### config.mk
export PLATFORM = sky130hd
export DESIGN_NAME = jump_alu_unit_flat
export DESIGN_NICKNAME = d
export VERILOG_FILES = /design/src/rtl/jump_alu_unit_if.sv /design/src/rtl/jump_alu_unit.sv /design/src/flat_wrapper.sv
export SDC_FILE = /design/constraint.sdc
export NUM_CORES = 1
export LEC_CHECK = 0
export ABC_AREA = 1
export CORE_ASPECT_RATIO = 1.4
export CORE_MARGIN = 4
export CORE_UTILIZATION = 46
export CTS_BUF_LIST = sky130_fd_sc_hd__clkbuf_4 sky130_fd_sc_hd__clkbuf_8
export CTS_CLUSTER_DIAMETER = 30
export DETAILED_ROUTE_END_ITERATION = 8
export PLACE_DENSITY = 0.8
export SYNTH_ARGS = -nofsm -noshare
export SYNTH_HDL_FRONTEND = slang
export SYNTH_SLANG_ARGS = --single-unit
### constraint.sdc
create_clock -name clk -period 0.8 [get_ports clk]
set_input_delay 0.24 -clock clk [delete_from_list [all_inputs] [get_ports clk]]
set_output_delay 0.24 -clock clk [all_outputs]
set_load 0.01 [all_outputs]
### src/rtl/jump_alu_unit_if.sv
// Operand/result bundle for jump_alu_unit: the master drives the operands, the slave returns the registered target.
interface jump_alu_unit_if #(
  parameter int unsigned WIDTH = 32
);
  logic             in_valid;
  logic [WIDTH-1:0] inputPC;
  logic [WIDTH-1:0] offset;
  logic [WIDTH-1:0] jump_target;
  logic             out_valid;
  logic             wrap;
  logic             misaligned;

  modport master (
    output in_valid, inputPC, offset,
    input  jump_target, out_valid, wrap, misaligned
  );

  modport slave (
    input  in_valid, inputPC, offset,
    output jump_target, out_valid, wrap, misaligned
  );
endinterface

### src/rtl/jump_alu_unit.sv
// Branch/jump target adder: jump_target = inputPC + (offset << OFFSET_SHIFT), registered with valid and wrap flags.
// Optional alignment check is compiled in with `define JUMP_ALU_ALIGN_CHECK_EN.
module jump_alu_unit #(
  parameter int unsigned WIDTH        = 32,
  parameter int unsigned OFFSET_SHIFT = 0,
  parameter int unsigned ALIGN_BITS   = 2
) (
  input logic           clk,
  input logic           rst_n,
  jump_alu_unit_if.slave bus
);

  if (ALIGN_BITS > WIDTH) begin : g_bad_align
    $error("jump_alu_unit: ALIGN_BITS must not exceed WIDTH");
  end

  logic [WIDTH-1:0] eff;
  logic [WIDTH-1:0] sum;
  logic             carry;
  logic             wrap_calc;

  assign eff            = bus.offset << OFFSET_SHIFT;
  assign {carry, sum}   = {1'b0, bus.inputPC} + {1'b0, eff};
  // Carry without a negative offset is a forward wrap; a negative offset without carry is a backward wrap.
  assign wrap_calc      = carry ^ eff[WIDTH-1];

  logic [WIDTH-1:0] target_q, target_d;
  logic             valid_q,  valid_d;
  logic             wrap_q,   wrap_d;

  always_comb begin
    target_d = target_q;
    wrap_d   = wrap_q;
    valid_d  = bus.in_valid;
    if (bus.in_valid) begin
      target_d = sum;
      wrap_d   = wrap_calc;
    end
  end

  always_ff @(posedge clk or negedge rst_n) begin
    if (!rst_n) begin
      target_q <= '0;
      valid_q  <= 1'b0;
      wrap_q   <= 1'b0;
    end else begin
      target_q <= target_d;
      valid_q  <= valid_d;
      wrap_q   <= wrap_d;
    end
  end

  assign bus.jump_target = target_q;
  assign bus.out_valid   = valid_q;
  assign bus.wrap        = wrap_q;

`ifdef JUMP_ALU_ALIGN_CHECK_EN
  logic mis_calc;
  logic mis_q, mis_d;

  if (ALIGN_BITS == 0) begin : g_no_align
    assign mis_calc = 1'b0;
  end else begin : g_align
    assign mis_calc = |sum[ALIGN_BITS-1:0];
  end

  always_comb begin
    mis_d = mis_q;
    if (bus.in_valid) mis_d = mis_calc;
  end

  always_ff @(posedge clk or negedge rst_n) begin
    if (!rst_n) mis_q <= 1'b0;
    else        mis_q <= mis_d;
  end

  assign bus.misaligned = mis_q;
`else
  assign bus.misaligned = 1'b0;
`endif

endmodule

### src/flat_wrapper.sv
// flat-port wrapper written by rule: the top's interface ports become plain ports
module jump_alu_unit_flat 
#(
  parameter int unsigned WIDTH        = 32,
  parameter int unsigned OFFSET_SHIFT = 0,
  parameter int unsigned ALIGN_BITS   = 2
)
  (clk, rst_n, bus_in_valid, bus_inputPC, bus_offset, bus_jump_target, bus_out_valid, bus_wrap, bus_misaligned);
  jump_alu_unit_if #(.WIDTH(WIDTH)) bus_i ();
  input logic clk;
  input logic rst_n;
  input wire logic [$bits(bus_i.in_valid)-1:0] bus_in_valid;
  input wire logic [$bits(bus_i.inputPC)-1:0] bus_inputPC;
  input wire logic [$bits(bus_i.offset)-1:0] bus_offset;
  output wire logic [$bits(bus_i.jump_target)-1:0] bus_jump_target;
  output wire logic [$bits(bus_i.out_valid)-1:0] bus_out_valid;
  output wire logic [$bits(bus_i.wrap)-1:0] bus_wrap;
  output wire logic [$bits(bus_i.misaligned)-1:0] bus_misaligned;
  assign bus_i.in_valid = bus_in_valid;
  assign bus_i.inputPC = bus_inputPC;
  assign bus_i.offset = bus_offset;
  assign bus_jump_target = bus_i.jump_target;
  assign bus_out_valid = bus_i.out_valid;
  assign bus_wrap = bus_i.wrap;
  assign bus_misaligned = bus_i.misaligned;
  jump_alu_unit #(.WIDTH(WIDTH), .OFFSET_SHIFT(OFFSET_SHIFT), .ALIGN_BITS(ALIGN_BITS)) u_core (.clk(clk), .rst_n(rst_n), .bus(bus_i));
endmodule
After elaboration in Yosys (flattened, before gate mapping)
Cells that the tools add are included.
Word-level totals
  bits in registers: 34
  bits of input ports: 67
  output and inout bits: 35
  logic and storage cells: 5
Operators by class
  add/subtract/negate cells: 1
  bitwise operators: 1
Operator list (number)
  adder 32 x 32 -> 33 bit: 1
  XOR 1 bit: 1

Longest topological paths before layout
  word-level depth: 2
  mapped depth: 14
  gate-level depth less buffers: 14

Least setup slack after synthesis
No wires, ideal clock.
  kind: input port to flip-flop
  start point: in bus_offset[0]
  end point: reg u_core.wrap_q (netlist: u_core.bus.wrap)
  setup time: 117 ps
  arrival time: 1569 ps
  required time: 683 ps
  slack: -886 ps
  stages: 12
  buffers on the path: 0
  cell sequence: ha_1 > fa_1 > nand2_2 > nand2_1 > nand3_1 > nand2_2 > nand2_1 > nand2_2 > nand2_1 > nand3_1 > nand3_1 > nand2_1
On the way
  longest elaborated chain between the ends: 2
Ends and longest elaborated chain
  start, declared: RTL line flat_wrapper.sv:14  | input wire logic [$bits(bus_i.offset)-1:0] bus_offset;
  adder 32 x 32 -> 33 bit: RTL line jump_alu_unit.sv:23  | assign {carry, sum} = {1'b0, bus.inputPC} + {1'b0, eff};
  XOR 1 bit: RTL line jump_alu_unit.sv:25  | assign wrap_calc = carry ^ eff[WIDTH-1];
  end signal, assigned: RTL line jump_alu_unit.sv:49  | wrap_q <= wrap_d;
  end, declared: RTL line jump_alu_unit.sv:29  | logic wrap_q, wrap_d;
Every way passes these cells.
A chain may end at the register's enable or synchronous reset.

Worst setup path after layout
  start point: in bus_inputPC[17]
  end point: reg u_core.target_q[26] (netlist: u_core.bus.jump_target[26])
On the way
  longest elaborated chain between the ends: 1
Ends and longest elaborated chain
  start, declared: RTL line flat_wrapper.sv:13  | input wire logic [$bits(bus_i.inputPC)-1:0] bus_inputPC;
  adder 32 x 32 -> 33 bit: RTL line jump_alu_unit.sv:23
  end signal, assigned: RTL line jump_alu_unit.sv:47  | target_q <= target_d;
  end, declared: RTL line jump_alu_unit.sv:27  | logic [WIDTH-1:0] target_q, target_d;
Every way passes these cells.

==> summary.txt <==
Status
  • Status: complete, but fails checks
  • Failing checks: setup timing

Critical path
  • Crit path DAT: around 2.0 ns
  • Crit. End Element: flop
  • Most frequent CP cell: nand2_1
  • CP Max Fanout: 5
  • CP peak stage delay: around 0.28 ns
  • Crit path required time: around 1.0 ns
  • Slowest CP cell: ha_4
  • Startpoint class of the critical path: input port
  • Worst path cell trace: buf_2 -> ha_4 -> nand2_1 -> nand2_2 -> inv_1 -> nand2_1 -> inv_1 -> nand2_1 -> nand2_1 -> nand3_2 -> nand2_2 -> nand3_2 -> nand2_2
  • Worst Setup Path Type: input port to flop

Route
  • Routed Antenna Nets: 0
  • WL/cell: 23.1 um
  • DR vias: 5571
  • # DRC: 0
  • Iteration-0 DRC count of the detailed router: 748
  • TritonRoute pass-1 iters: 5
  • Vias per cell: 5.93
  • Final WL: around 22 mm

Floorplanning
  • Starting Density: 47.7%
  • Die X-Extent: 84 um
  • Cell row count: 38
  • Die Ht: 114 um
  • Core ar.: 7800 um^2
  • IO Pins: 102
  • Die area: just under 10000 um^2

Logic synthesis
  • Yosys warnings: 0
  • Top FF cell, synth: dfrtp_1
  • Mean post-synth cell area: 5.78 um^2
  • Register bit total from synthesis: 34
  • Post-synth EDFFs: 0
  • Mapped Nets: 744
  • Distinct cells, synth: 28
  • Cells after synthesis: between 600 and 700
  • Seq/Total Area, Yosys: a little under a quarter
  • Mapped Area: 3720 um^2
  • Async S/R FF share, synth: 100%

Pwr
  • Pwr/cell area: 1370 nW/um^2
  • Overall Power: 9.87 mW
  • Worst vdd ir: ~1.8 mV
  • Leak: ~3.8 nW

GRT
  • First-pass GRT wire length: 25.2 mm
  • Tot GR Track Use: 33.0%
  • GRT overflow: 0
  • Vias in the first global route: 5320
  • Largest net degree at the start of global routing: between 40 and 50
  • Initial antenna violation count: 0

Timing
  • Tcrit/Tclk final: 222%
  • Slew Limit Fails: 0
  • Fin Hold WS: 0.137 ns
  • Setup slack after layout: -0.972 ns
  • Setup-failing EPs final: 66
  • Minimum clock period: between 1.5 and 2 ns
  • Setup TNS: -30.94 ns
  • RSZ-0062 raised after global routing: true
  • Fin. Hold Viols: 0
  • Clock Skew: 0 ns
  • Max Freq: 0.564 GHz

Clock network
  • CTS Buffer Depth: 2
  • Clock transition at path regs: 0.09 ns
  • Clock Latency Late Sink: 0.30 ns
  • Root Driver: clkbuf_8
  • Htree depth: 2
  • CTS tree: yes
  • TritonCTS buffer count: 5
  • Clock sink count: 34

Flow run
  • Maxcap violations: 0

Placed design
  • HPWL Detailed: 10.5 mm
  • Final GP Congestion: 0.882
  • Port buffer count: 100
  • Dpl cells: 879

Cells and area
  • Fin nets: 939
  • Area grow syn2layout: 93.2%
  • Most common cell after layout, fill and taps aside: nand2_1
  • Final Instance Count excl. Fillers: 940
  • Share of cells above drive strength 1: approximately 58%
  • Layout Utilization: between 90 and 100%
  • Most frequent cells in the layout: nand2_1 (157), inv_1 (100), nand2_2 (87)
  • Antenna diodes: 0

Worst hold path
  • Min-Delay Path Class: input port to flop
-- worst max-delay path: cells and delay by family --
kind          cells  cell delay [ns]
fa+ha+maj         1             0.28
buf+inv           3             0.46
simple gates      9             1.01
-- flip-flops by register name, summed over array words and instances, names as in the netlist --
signal                  cells
u_core.bus.jump_target     32
u_core.bus.out_valid        1
u_core.bus.wrap             1
-- worst paths after layout --
path | start | to | slack (ns) | depth (start not counted)
setup / recovery | bus_inputPC[17] | u_core.bus.jump_target[26]$_DFFE_PN0P_ | -0.97 | 13
hold / removal | bus_in_valid | u_core.bus.out_valid$_DFF_PN0_ | 0.14 | 1
setup reg to reg | u_core.bus.jump_target[8]$_DFFE_PN0P_ | u_core.bus.jump_target[8]$_DFFE_PN0P_ | -0.12 | 4
hold reg to reg | u_core.bus.jump_target[20]$_DFFE_PN0P_ | u_core.bus.jump_target[20]$_DFFE_PN0P_ | 0.48 | 2
max in group asynchronous | rst_n | u_core.bus.jump_target[30]$_DFFE_PN0P_ | 0.28 | 2
min in group asynchronous | rst_n | u_core.bus.jump_target[9]$_DFFE_PN0P_ | 0.35 | 2
-- cells in the mapped netlist (4+ instances only) --
cell        n  area share, %
nand2_1   281             28
inv_1     124             13
nor2_1     42            4.2
nand3_1    40            5.4
dfrtp_1    34             23
ha_1       32             11
a21oi_1    18            2.4
xnor2_1    13            3.1
nand2_2    10            1.7
o21ai_0     9            1.2
o21ai_1     6           0.81
clkbuf_1    5           0.50
nand3b_1    4           0.81
-- routing by layer --
layer / GRT usage [%] / part of all wire (%) / up-vias
met5: 0 / 0 / -
met4: 27.1 / 12 / 0
met3: 4.18 / 8.6 / 222
met2: 62.5 / 49 / 471
met1: 31.2 / 31 / 2543
li1: - / - / 2335
-- power by group --
| part | internal, mW | leakage (nW) | total (mW) | switching [mW] |
|---|---|---|---|---|
| clock network | 0.693 | 0.0472 | 1.43 | 0.736 |
| logic | 2.77 | 3.35 | 6.19 | 3.42 |
| registers | 2.02 | 0.410 | 2.25 | 0.232 |
-- cell families after synthesis --
family / Yosys count / share of synthesized area, %
other: 1 / 0.101
DFF: 34 / 22.9
buffers and inverters: 132 / 13.6
AOI/OAI and AO/OA: 39 / 5.72
xor gates and xnor gates: 14 / 3.30
adders and majority gates: 33 / 11.3
and+or+nand+nor: 391 / 43.2
-- repair_timing --
item,CTS,global route
hold buffers,0,0
setup endpoints to repair,67,67
buffers inserted,37,20
resized for setup,632,126
pin swaps,188,105
cloned,0,1
-- cell type report --
type                            instances  area (um^2)
Multi-Input combinational cell        478         4010
Timing Repair Buffer                  196         1630
Sequential cell                        34          851
Fill cell                             289          609
Inverter                              124          473
Tap cell                              100          125
Clock buffer                            6         82.6
Clock inverter                          2         12.5
-- through the flow --
| step | worst slack [ns] | instance area [um^2] |
|---|---|---|
| 2_1_floorplan | -0.739 | 4100 |
| 3_3_place_gp | -1.32 | 5550 |
| 3_5_place_dp | -1.36 | 5550 |
| 4_1_cts | -0.573 | 6570 |
| 5_1_grt | -0.982 | 7190 |
| 6_report | -0.972 | 7190 |
Note: power is estimated with default switching activity, not from simulation.
